<file path="src/rtl/trap_sequencer.sv">
// Machine-mode trap/return sequencer.
// Chooses between synchronous exceptions, interrupts, MRET and WFI at the retire point.
// Walks the shared CSR write port through the mepc/mcause/mstatus updates, then redirects the PC.
// All outputs except kill are registered from the next state, so they line up with the state they belong to.
module trap_sequencer #(
   parameter int XLEN        = 32,
   parameter bit VECTORED_EN = 1'b1
) (
   input  logic            clk,
   input  logic            rst,
   input  logic            instr_valid,
   input  logic [XLEN-1:0] instr_pc,
   input  logic            exc_request,
   input  logic            inst_invalid,
   input  logic [XLEN-1:0] exc_cause_in,
   input  logic            exc_ret,
   input  logic            is_wfi,
   input  logic            irq_msip,
   input  logic            irq_mtip,
   input  logic            irq_meip,
   input  logic [XLEN-1:0] mstatus_in,
   input  logic [XLEN-1:0] mie_in,
   input  logic [XLEN-1:0] mtvec_in,
   input  logic [XLEN-1:0] mepc_in,
   output logic            kill,
   output logic            stall,
   output logic            csr_we,
   output logic [11:0]     csr_addr,
   output logic [XLEN-1:0] csr_wdata,
   output logic            pc_redirect,
   output logic [XLEN-1:0] pc_target,
   output logic            trap_taken,
   output logic            wfi_sleep
);

   typedef enum logic [2:0] {
      IDLE, SAVE_EPC, SAVE_CAUSE, SAVE_STATUS, MRET_STATUS, REDIRECT, WFI
   } state_t;

   localparam logic [11:0] ADDR_MSTATUS = 12'h300;
   localparam logic [11:0] ADDR_MEPC    = 12'h341;
   localparam logic [11:0] ADDR_MCAUSE  = 12'h342;

   state_t          state, state_next;
   logic [XLEN-1:0] epc, epc_next;
   logic [XLEN-1:0] cause, cause_next;
   logic            is_trap, is_trap_next;

   logic [2:0]      pend;
   logic            irq_en;
   logic            trap_event;
   logic [XLEN-1:0] irq_cause;
   logic [XLEN-1:0] trap_base;
   logic [XLEN-1:0] trap_target;
   logic [XLEN-1:0] status_trap;
   logic [XLEN-1:0] status_mret;

   logic            stall_next, csr_we_next, pc_redirect_next, trap_taken_next, wfi_sleep_next;
   logic [11:0]     csr_addr_next;
   logic [XLEN-1:0] csr_wdata_next, pc_target_next;
   logic            unused_bits;

   // Only the MSIE/MTIE/MEIE bits of mie matter here; fold the rest away.
   assign unused_bits = ^mie_in;

   assign pend       = {irq_meip & mie_in[11], irq_msip & mie_in[3], irq_mtip & mie_in[7]};
   assign irq_en     = mstatus_in[3] & (|pend);
   assign trap_event = inst_invalid | exc_request | irq_en;

   // The retiring instruction is squashed for any trap, including interrupts (it re-executes after return).
   assign kill = (state == IDLE) & instr_valid & trap_event;

   // Interrupt cause: external beats software beats timer.
   always_comb begin
      irq_cause         = '0;
      irq_cause[XLEN-1] = 1'b1;
      if (pend[2])      irq_cause[3:0] = 4'hB;
      else if (pend[1]) irq_cause[3:0] = 4'h3;
      else              irq_cause[3:0] = 4'h7;
   end

   // Trap vector: direct base, or base + 4*code for interrupts in vectored mode.
   always_comb begin
      trap_base   = {mtvec_in[XLEN-1:2], 2'b00};
      trap_target = trap_base;
      if (VECTORED_EN && (mtvec_in[1:0] == 2'b01) && cause[XLEN-1])
         trap_target = trap_base + {{(XLEN-7){1'b0}}, cause[4:0], 2'b00};
   end

   // mstatus images for trap entry (stack MIE into MPIE) and MRET (pop MPIE into MIE).
   always_comb begin
      status_trap        = mstatus_in;
      status_trap[7]     = mstatus_in[3];
      status_trap[3]     = 1'b0;
      status_trap[12:11] = 2'b11;
      status_mret        = mstatus_in;
      status_mret[3]     = mstatus_in[7];
      status_mret[7]     = 1'b1;
      status_mret[12:11] = 2'b11;
   end

   // Next state and trap context capture; events are only looked at in IDLE.
   always_comb begin
      state_next   = state;
      epc_next     = epc;
      cause_next   = cause;
      is_trap_next = is_trap;
      case (state)
         IDLE: begin
            if (instr_valid) begin
               if (trap_event) begin
                  state_next   = SAVE_EPC;
                  epc_next     = instr_pc;
                  is_trap_next = 1'b1;
                  if (inst_invalid)     cause_next = {{(XLEN-2){1'b0}}, 2'b10};
                  else if (exc_request) cause_next = exc_cause_in;
                  else                  cause_next = irq_cause;
               end else if (exc_ret) begin
                  state_next   = MRET_STATUS;
                  is_trap_next = 1'b0;
               end else if (is_wfi) begin
                  state_next = WFI;
               end
            end
         end
         SAVE_EPC:    state_next = SAVE_CAUSE;
         SAVE_CAUSE:  state_next = SAVE_STATUS;
         SAVE_STATUS: state_next = REDIRECT;
         MRET_STATUS: state_next = REDIRECT;
         REDIRECT:    state_next = IDLE;
         WFI:         if (|pend) state_next = IDLE;
         default:     state_next = IDLE;
      endcase
   end

   // Output values for the state being entered, so each registered output matches its state.
   always_comb begin
      stall_next       = (state_next != IDLE);
      csr_we_next      = 1'b0;
      csr_addr_next    = '0;
      csr_wdata_next   = '0;
      pc_redirect_next = 1'b0;
      pc_target_next   = '0;
      trap_taken_next  = 1'b0;
      wfi_sleep_next   = 1'b0;
      case (state_next)
         SAVE_EPC: begin
            csr_we_next    = 1'b1;
            csr_addr_next  = ADDR_MEPC;
            csr_wdata_next = {epc_next[XLEN-1:2], 2'b00};
         end
         SAVE_CAUSE: begin
            csr_we_next    = 1'b1;
            csr_addr_next  = ADDR_MCAUSE;
            csr_wdata_next = cause_next;
         end
         SAVE_STATUS: begin
            csr_we_next    = 1'b1;
            csr_addr_next  = ADDR_MSTATUS;
            csr_wdata_next = status_trap;
         end
         MRET_STATUS: begin
            csr_we_next    = 1'b1;
            csr_addr_next  = ADDR_MSTATUS;
            csr_wdata_next = status_mret;
         end
         REDIRECT: begin
            pc_redirect_next = 1'b1;
            pc_target_next   = is_trap_next ? trap_target : mepc_in;
            trap_taken_next  = is_trap_next;
         end
         WFI:     wfi_sleep_next = 1'b1;
         default: ;
      endcase
   end

   // State, trap context and output registers; reset abandons any sequence in flight.
   always_ff @(posedge clk) begin
      if (rst) begin
         state       <= IDLE;
         epc         <= '0;
         cause       <= '0;
         is_trap     <= 1'b0;
         stall       <= 1'b0;
         csr_we      <= 1'b0;
         csr_addr    <= '0;
         csr_wdata   <= '0;
         pc_redirect <= 1'b0;
         pc_target   <= '0;
         trap_taken  <= 1'b0;
         wfi_sleep   <= 1'b0;
      end else begin
         state       <= state_next;
         epc         <= epc_next;
         cause       <= cause_next;
         is_trap     <= is_trap_next;
         stall       <= stall_next;
         csr_we      <= csr_we_next;
         csr_addr    <= csr_addr_next;
         csr_wdata   <= csr_wdata_next;
         pc_redirect <= pc_redirect_next;
         pc_target   <= pc_target_next;
         trap_taken  <= trap_taken_next;
         wfi_sleep   <= wfi_sleep_next;
      end
   end

endmodule

</file>
<file path="config.mk">
export PLATFORM = sky130hd
export DESIGN_NAME = trap_sequencer
export DESIGN_NICKNAME = d
export VERILOG_FILES = /design/src/rtl/trap_sequencer.sv
export SDC_FILE = /design/constraint.sdc
export NUM_CORES = 1
export LEC_CHECK = 0
export CORE_ASPECT_RATIO = 0.7
export CORE_UTILIZATION = 38
export DETAILED_ROUTE_END_ITERATION = 6
export PLACE_DENSITY = 0.84
export SLEW_MARGIN = 40
export SYNTH_ARGS = -nofsm -noshare
export SYNTH_HDL_FRONTEND = slang
export SYNTH_SLANG_ARGS = --single-unit
</file>
<file path="constraint.sdc">
create_clock -name clk -period 3.15 [get_ports clk]
set_input_delay 0.63 -clock clk [delete_from_list [all_inputs] [get_ports clk]]
set_output_delay 0.63 -clock clk [all_outputs]
set_load 0.01 [all_outputs]
</file>
# Yosys cells after proc, flatten, opt, wreduce, memory -nomap -nowiden
# Index checks and enable logic that the tools add are counted.
totals:
  reg_bits: 149
  input_bits: 202
  out_inout_bits: 82
op_classes:
  n_addsub: 1
  eq_ne: 12
  mux: 27
  bitwise_logic: 9
  n_reduce_logical: 9
ops:
  columns: ["operator", "count"]
  rows:
  - ["$mux W32", 10]
  - ["$pmux W32 S4", 1]
  - ["$add A32 B7 Y32", 1]
  - ["$pmux W10 S3", 1]
  - ["$mux W3", 6]
  - ["$eq A3 B3 Y1 const B", 5]
  - ["$pmux W3 S5", 1]
  - ["$eq A3 B2 Y1 const B", 4]
  - ["$mux W1", 7]
  - ["$and A1 B1 Y1", 6]
  - ["$eq A3 B1 Y1 const B", 2]
  - ["$reduce_or A2 Y1", 3]
  - ["$mux W4", 1]
  - ["$reduce_or A4 Y1", 1]
  - ["$logic_not A3 Y1", 1]
  - ["$reduce_and A3 Y1", 1]
  - ["$reduce_bool A3 Y1", 1]
  - ["$reduce_or A3 Y1", 1]
  - ["$eq A2 B1 Y1 const B", 1]
  - ["$or A1 B1 Y1", 2]
  - ["$logic_and A1 B1 Y1", 1]
  - ["$not A1 Y1", 1]

# Longest topological paths before layout
logic_depth:
  depth_word: 10
  mapped_depth: 10
  depth_no_buf: 9

# Worst setup path after synthesis
# Ideal clock, no wire load.
synth_timing:
  path_type: "in2out"
  startpoint: "input irq_mtip"
  endpoint: "output kill"
  arrival_ps: 1825
  slack_ps: 695
  stages: 6
  path_buffers: 2
  cell_sequence: "a222oi_1 > o21ai_2 > nand2_1 > inv_1 > clkbuf_1 > clkbuf_1"
synth_via:
  elab_chain_len: 5
synth_rtl:
  columns: ["element", "line_no", "rtl"]
  rows:
  - ["start, declared", "19", "input logic irq_mtip,"]
  - ["$and A1 B1 Y1", "66", "assign pend = {irq_meip & mie_in[11], irq_msip & mie_in[3], irq_mtip & mie_in[7]};"]
  - ["$reduce_or A3 Y1", "67", "assign irq_en = mstatus_in[3] & (|pend);"]
  - ["$and A1 B1 Y1", "67", null]
  - ["$or A1 B1 Y1", "68", "assign trap_event = inst_invalid | exc_request | irq_en;"]
  - ["$and A1 B1 Y1", "71", "assign kill = (state == IDLE) & instr_valid & trap_event;"]
  - ["end, declared", "25", "output logic kill,"]
# No other way between the ends.

# Worst setup path in the final report
layout_timing:
  startpoint: "input irq_meip"
  endpoint: "output kill"
layout_via:
  elab_chain_len: 5
layout_rtl:
  columns: ["element", "line_no", "rtl"]
  rows:
  - ["start, declared", "20", "input logic irq_meip,"]
  - ["$and A1 B1 Y1", "66", null]
  - ["$reduce_or A3 Y1", "67", null]
  - ["$and A1 B1 Y1", "67", null]
  - ["$or A1 B1 Y1", "68", null]
  - ["$and A1 B1 Y1", "71", null]
# No other way between the ends.

==> flow_summary.toml <==
[yosys]
ys.flop_type = "dfxtp_1"
syn_avg_cell_area_um2 = 8.35
yosysWarningCount = 0
ys_seq_elements = 109
yosys.area.top_type = "dfxtp_1"
synth_cell_types = 53
synth_top_area_share_pct = 44.7
synthTopCellsByArea = "dfxtp_1 45%, a22oi_1 7.7%, nand2_1 5.5%, nor2_1 5.1%, a21oi_1 4.4%"
syn_inst = 585
synth-edff-count = 0
async_reset_ff_share_pct = 0
yosysSeqAreaShare_pct = 44.7
syn_area_um2 = 4880

[power_and_ir_drop]
power_density_nw_per_um2 = 527
p_seq_share_pct = 38.5
peakVddDrop_v = 0.000350
sw_frac_of_total_pct = 30.6
total_power_mw = 4.13
power_frac_comb_pct = 31.8
p_int_mw = 2.87
p_switching_mw = 1.26
clock_power_share_pct = 29.7
p_leak_nw = 2.84

[die]
fp.coreArea_um2 = 12500
io_pins = 284
dieArea_um2 = 13300
die_w_um = 137
start_util_pct = 39.2
rows = 34
chipHeight_um = 96.8

[finish]
nets = 1027
stdcell_area_um2 = 7840
layout-drive-gt1-share_pct = 6.20
area_growth_pct = 60.6
antennaDiodeCount = 0
fin_cells = 985
n_fill_cell = 1055
fin_util_pct = 62.9

[grt]
antenna_found_initial = 2
track_usage_pct = 24.1
grt_pass1_vias = 4826
grt_overflow = 0
grt_pass1_wl_mm = 25.0
grt_max_degree = 60

[sta]
fmax_mhz = 331
final-hold-violation-count = 0
finalSetupViolCount = 0
slew_viol_final = 0
finClkSkew_ns = 0.00418
layout_min_cycle_time_ns = 3.02
slew_headroom_pct = 66.0
worst_slew_pin_slew_ns = 0.505
fin_crit_sh_pct = 96.0

[critical_path]
cp_cell_sequence = "clkdlybuf4s50_1, a222oi_1, buf_4, o21ai_2, nand2_2, inv_1, clkdlybuf4s50_1"
cpMostUsedCell = "clkdlybuf4s50_1"
path_class = "primary input to output port"
crit_path_start_kind = "primary input"
path_max_fanout = 3
crit_path_end_kind = "output port"
required_ns = 2.52
r2r_slack_ns = 0.83
arrival_ns = 2.39
crit_slowest_cell = "clkdlybuf4s50_1"
cpPeakStageDelay_ns = 0.49

[detailed_routing]
routed_via_density = 5.18
routedWlPerCell_um = 16.0
detail-route-antenna-nets = 0
routed_wl_mm = 15.7
drtIter0Drc = 252
dr.pass1.iters = 5
vias = 5104
drc = 0

[min_path]
hold_class = "register to register"

[clock_tree]
cts_tree = "done"
cts_max_level = 3
clock-root-buffer = "clkbuf_16"
numCtsBuffers = 9
cts.sinks = 109
cts_max_path_buffers = 2
clkTransAtPathRegs_ns = 0.07
clock_latency_ns = 0.34
cts_hold_buf = 0

[placement]
dpl.cell_count = 969
gp_congestion = 0.839
dp_hpwl_mm = 11.6
port_buffers = 243
dpl_cell_area_um2 = 7510

[outcome]
outcome = "complete, no violations"

[job]
drv_cap = 0
## state kept, by name, indices dropped and copies added (netlist names)
| signal | flops |
|---|---|
| pc_target | 32 |
| csr_addr | 4 |
| cause | 32 |
| csr_we | 1 |
| trap_taken | 1 |
| wfi_sleep | 1 |
| csr_wdata | 32 |
| is_trap | 1 |
| pc_redirect | 1 |
| stall | 1 |
| state | 3 |
## power groups by stage
stage	Combinational (mW)	Clock, mW	Sequential, mW
after floorplan	0.601	0	1.66
after detailed placement	1.31	0	1.62
final	1.32	1.23	1.59
after global routing	1.44	1.32	1.61
after CTS	1.32	1.26	1.59
after global placement	1.29	0	1.62
## per-stage QoR
step	TNS, ns	hold slack, ns	setup slack, ns
4_1_cts	0	0.518	0.159
3_3_place_gp	-0.0101	0.488	-0.0101
2_1_floorplan	0	0.449	0.695
6_report	0	0.512	0.128
5_1_grt	-0.00423	0.545	-0.00423
3_5_place_dp	-0.0382	0.501	-0.0210
## worst max-delay path, delay by kind of cell
kind,cells,cell delay (ns)
buffers and inverters,4,1.19
AOI/OAI and AO/OA,2,0.46
and+or+nand+nor,1,0.11
## layout make-up
type	count	area, um^2	share of cell area (%)
inverter	15	56.3	0.718
clock inverter	6	96.3	1.23
timing repair buffer	267	2630	33.6
multi-input combinational	417	2450	31.2
tap	162	203	2.58
clock buffer	9	225	2.87
sequential	109	2180	27.8
## layer usage
metal | wire length [um] | global-route usage, % | vias up
met5 | 24 | 0 | -
met1 | 6870 | 31.5 | 2337
met4 | 291 | 7.52 | 4
met2 | 7150 | 37.9 | 194
li1 | - | - | 2544
met3 | 1390 | 7.23 | 25
## what timing repair did
item,CTS,global route
resized for setup,0,1
setup buffers,1,0
pin swaps,1,1
gates cloned,0,0
setup endpoints to repair,1,1
## layout by cell type, fill, tap and decap left out, types with 4 or more instances in the layout
cell,instances
buf_4,22
inv_1,15
nor3_1,7
o211ai_1,4
a211oi_1,7
clkbuf_16,9
xor2_1,13
conb_1,7
xnor2_1,14
nand3_1,13
nand4_1,6
nand2_1,70
nor2b_1,4
a21oi_1,43
a31oi_1,25
a22oi_1,50
mux2i_1,4
dfxtp_1,109
ha_1,5
o21ai_0,34
clkdlybuf4s50_1,242
nor2_1,66
## Yosys cell counts, drive strengths merged, types with 5 or more instances
| master | instances |
|---|---|
| nand3 | 13 |
| nand4 | 6 |
| dfxtp | 109 |
| xor2 | 13 |
| ha | 5 |
| a21oi | 43 |
| buf | 15 |
| a22oi | 50 |
| nor2 | 67 |
| inv | 15 |
| o211ai | 5 |
| nor3 | 8 |
| o21ai | 35 |
| clkbuf | 35 |
| a31oi | 25 |
| xnor2 | 14 |
| a211oi | 7 |
| nand2 | 72 |
## logic make-up (layout without fill, tap and decap cells)
family	count (synthesis)	in the layout	synth area share [%]
AOI/OAI and AO/OA	187	187	24.9
xor gates and xnor gates	27	27	4.84
adders and majority gates	6	6	1.69
buffers and inverters	65	297	5.97
DFF	109	109	44.7
muxes	4	4	0.820
other	1	7	0.0768
and+or+nand+nor	186	186	17.0
## worst paths after layout
path | from | endpoint | cells after the start
setup / recovery | irq_meip | kill | 7
hold / removal | cause[7] | cause[7] | 2
setup reg to reg | cause[0] | pc_target[30] | 9
hold reg to reg | cause[7] | cause[7] | 2
Power figures use the tool's default switching activity.
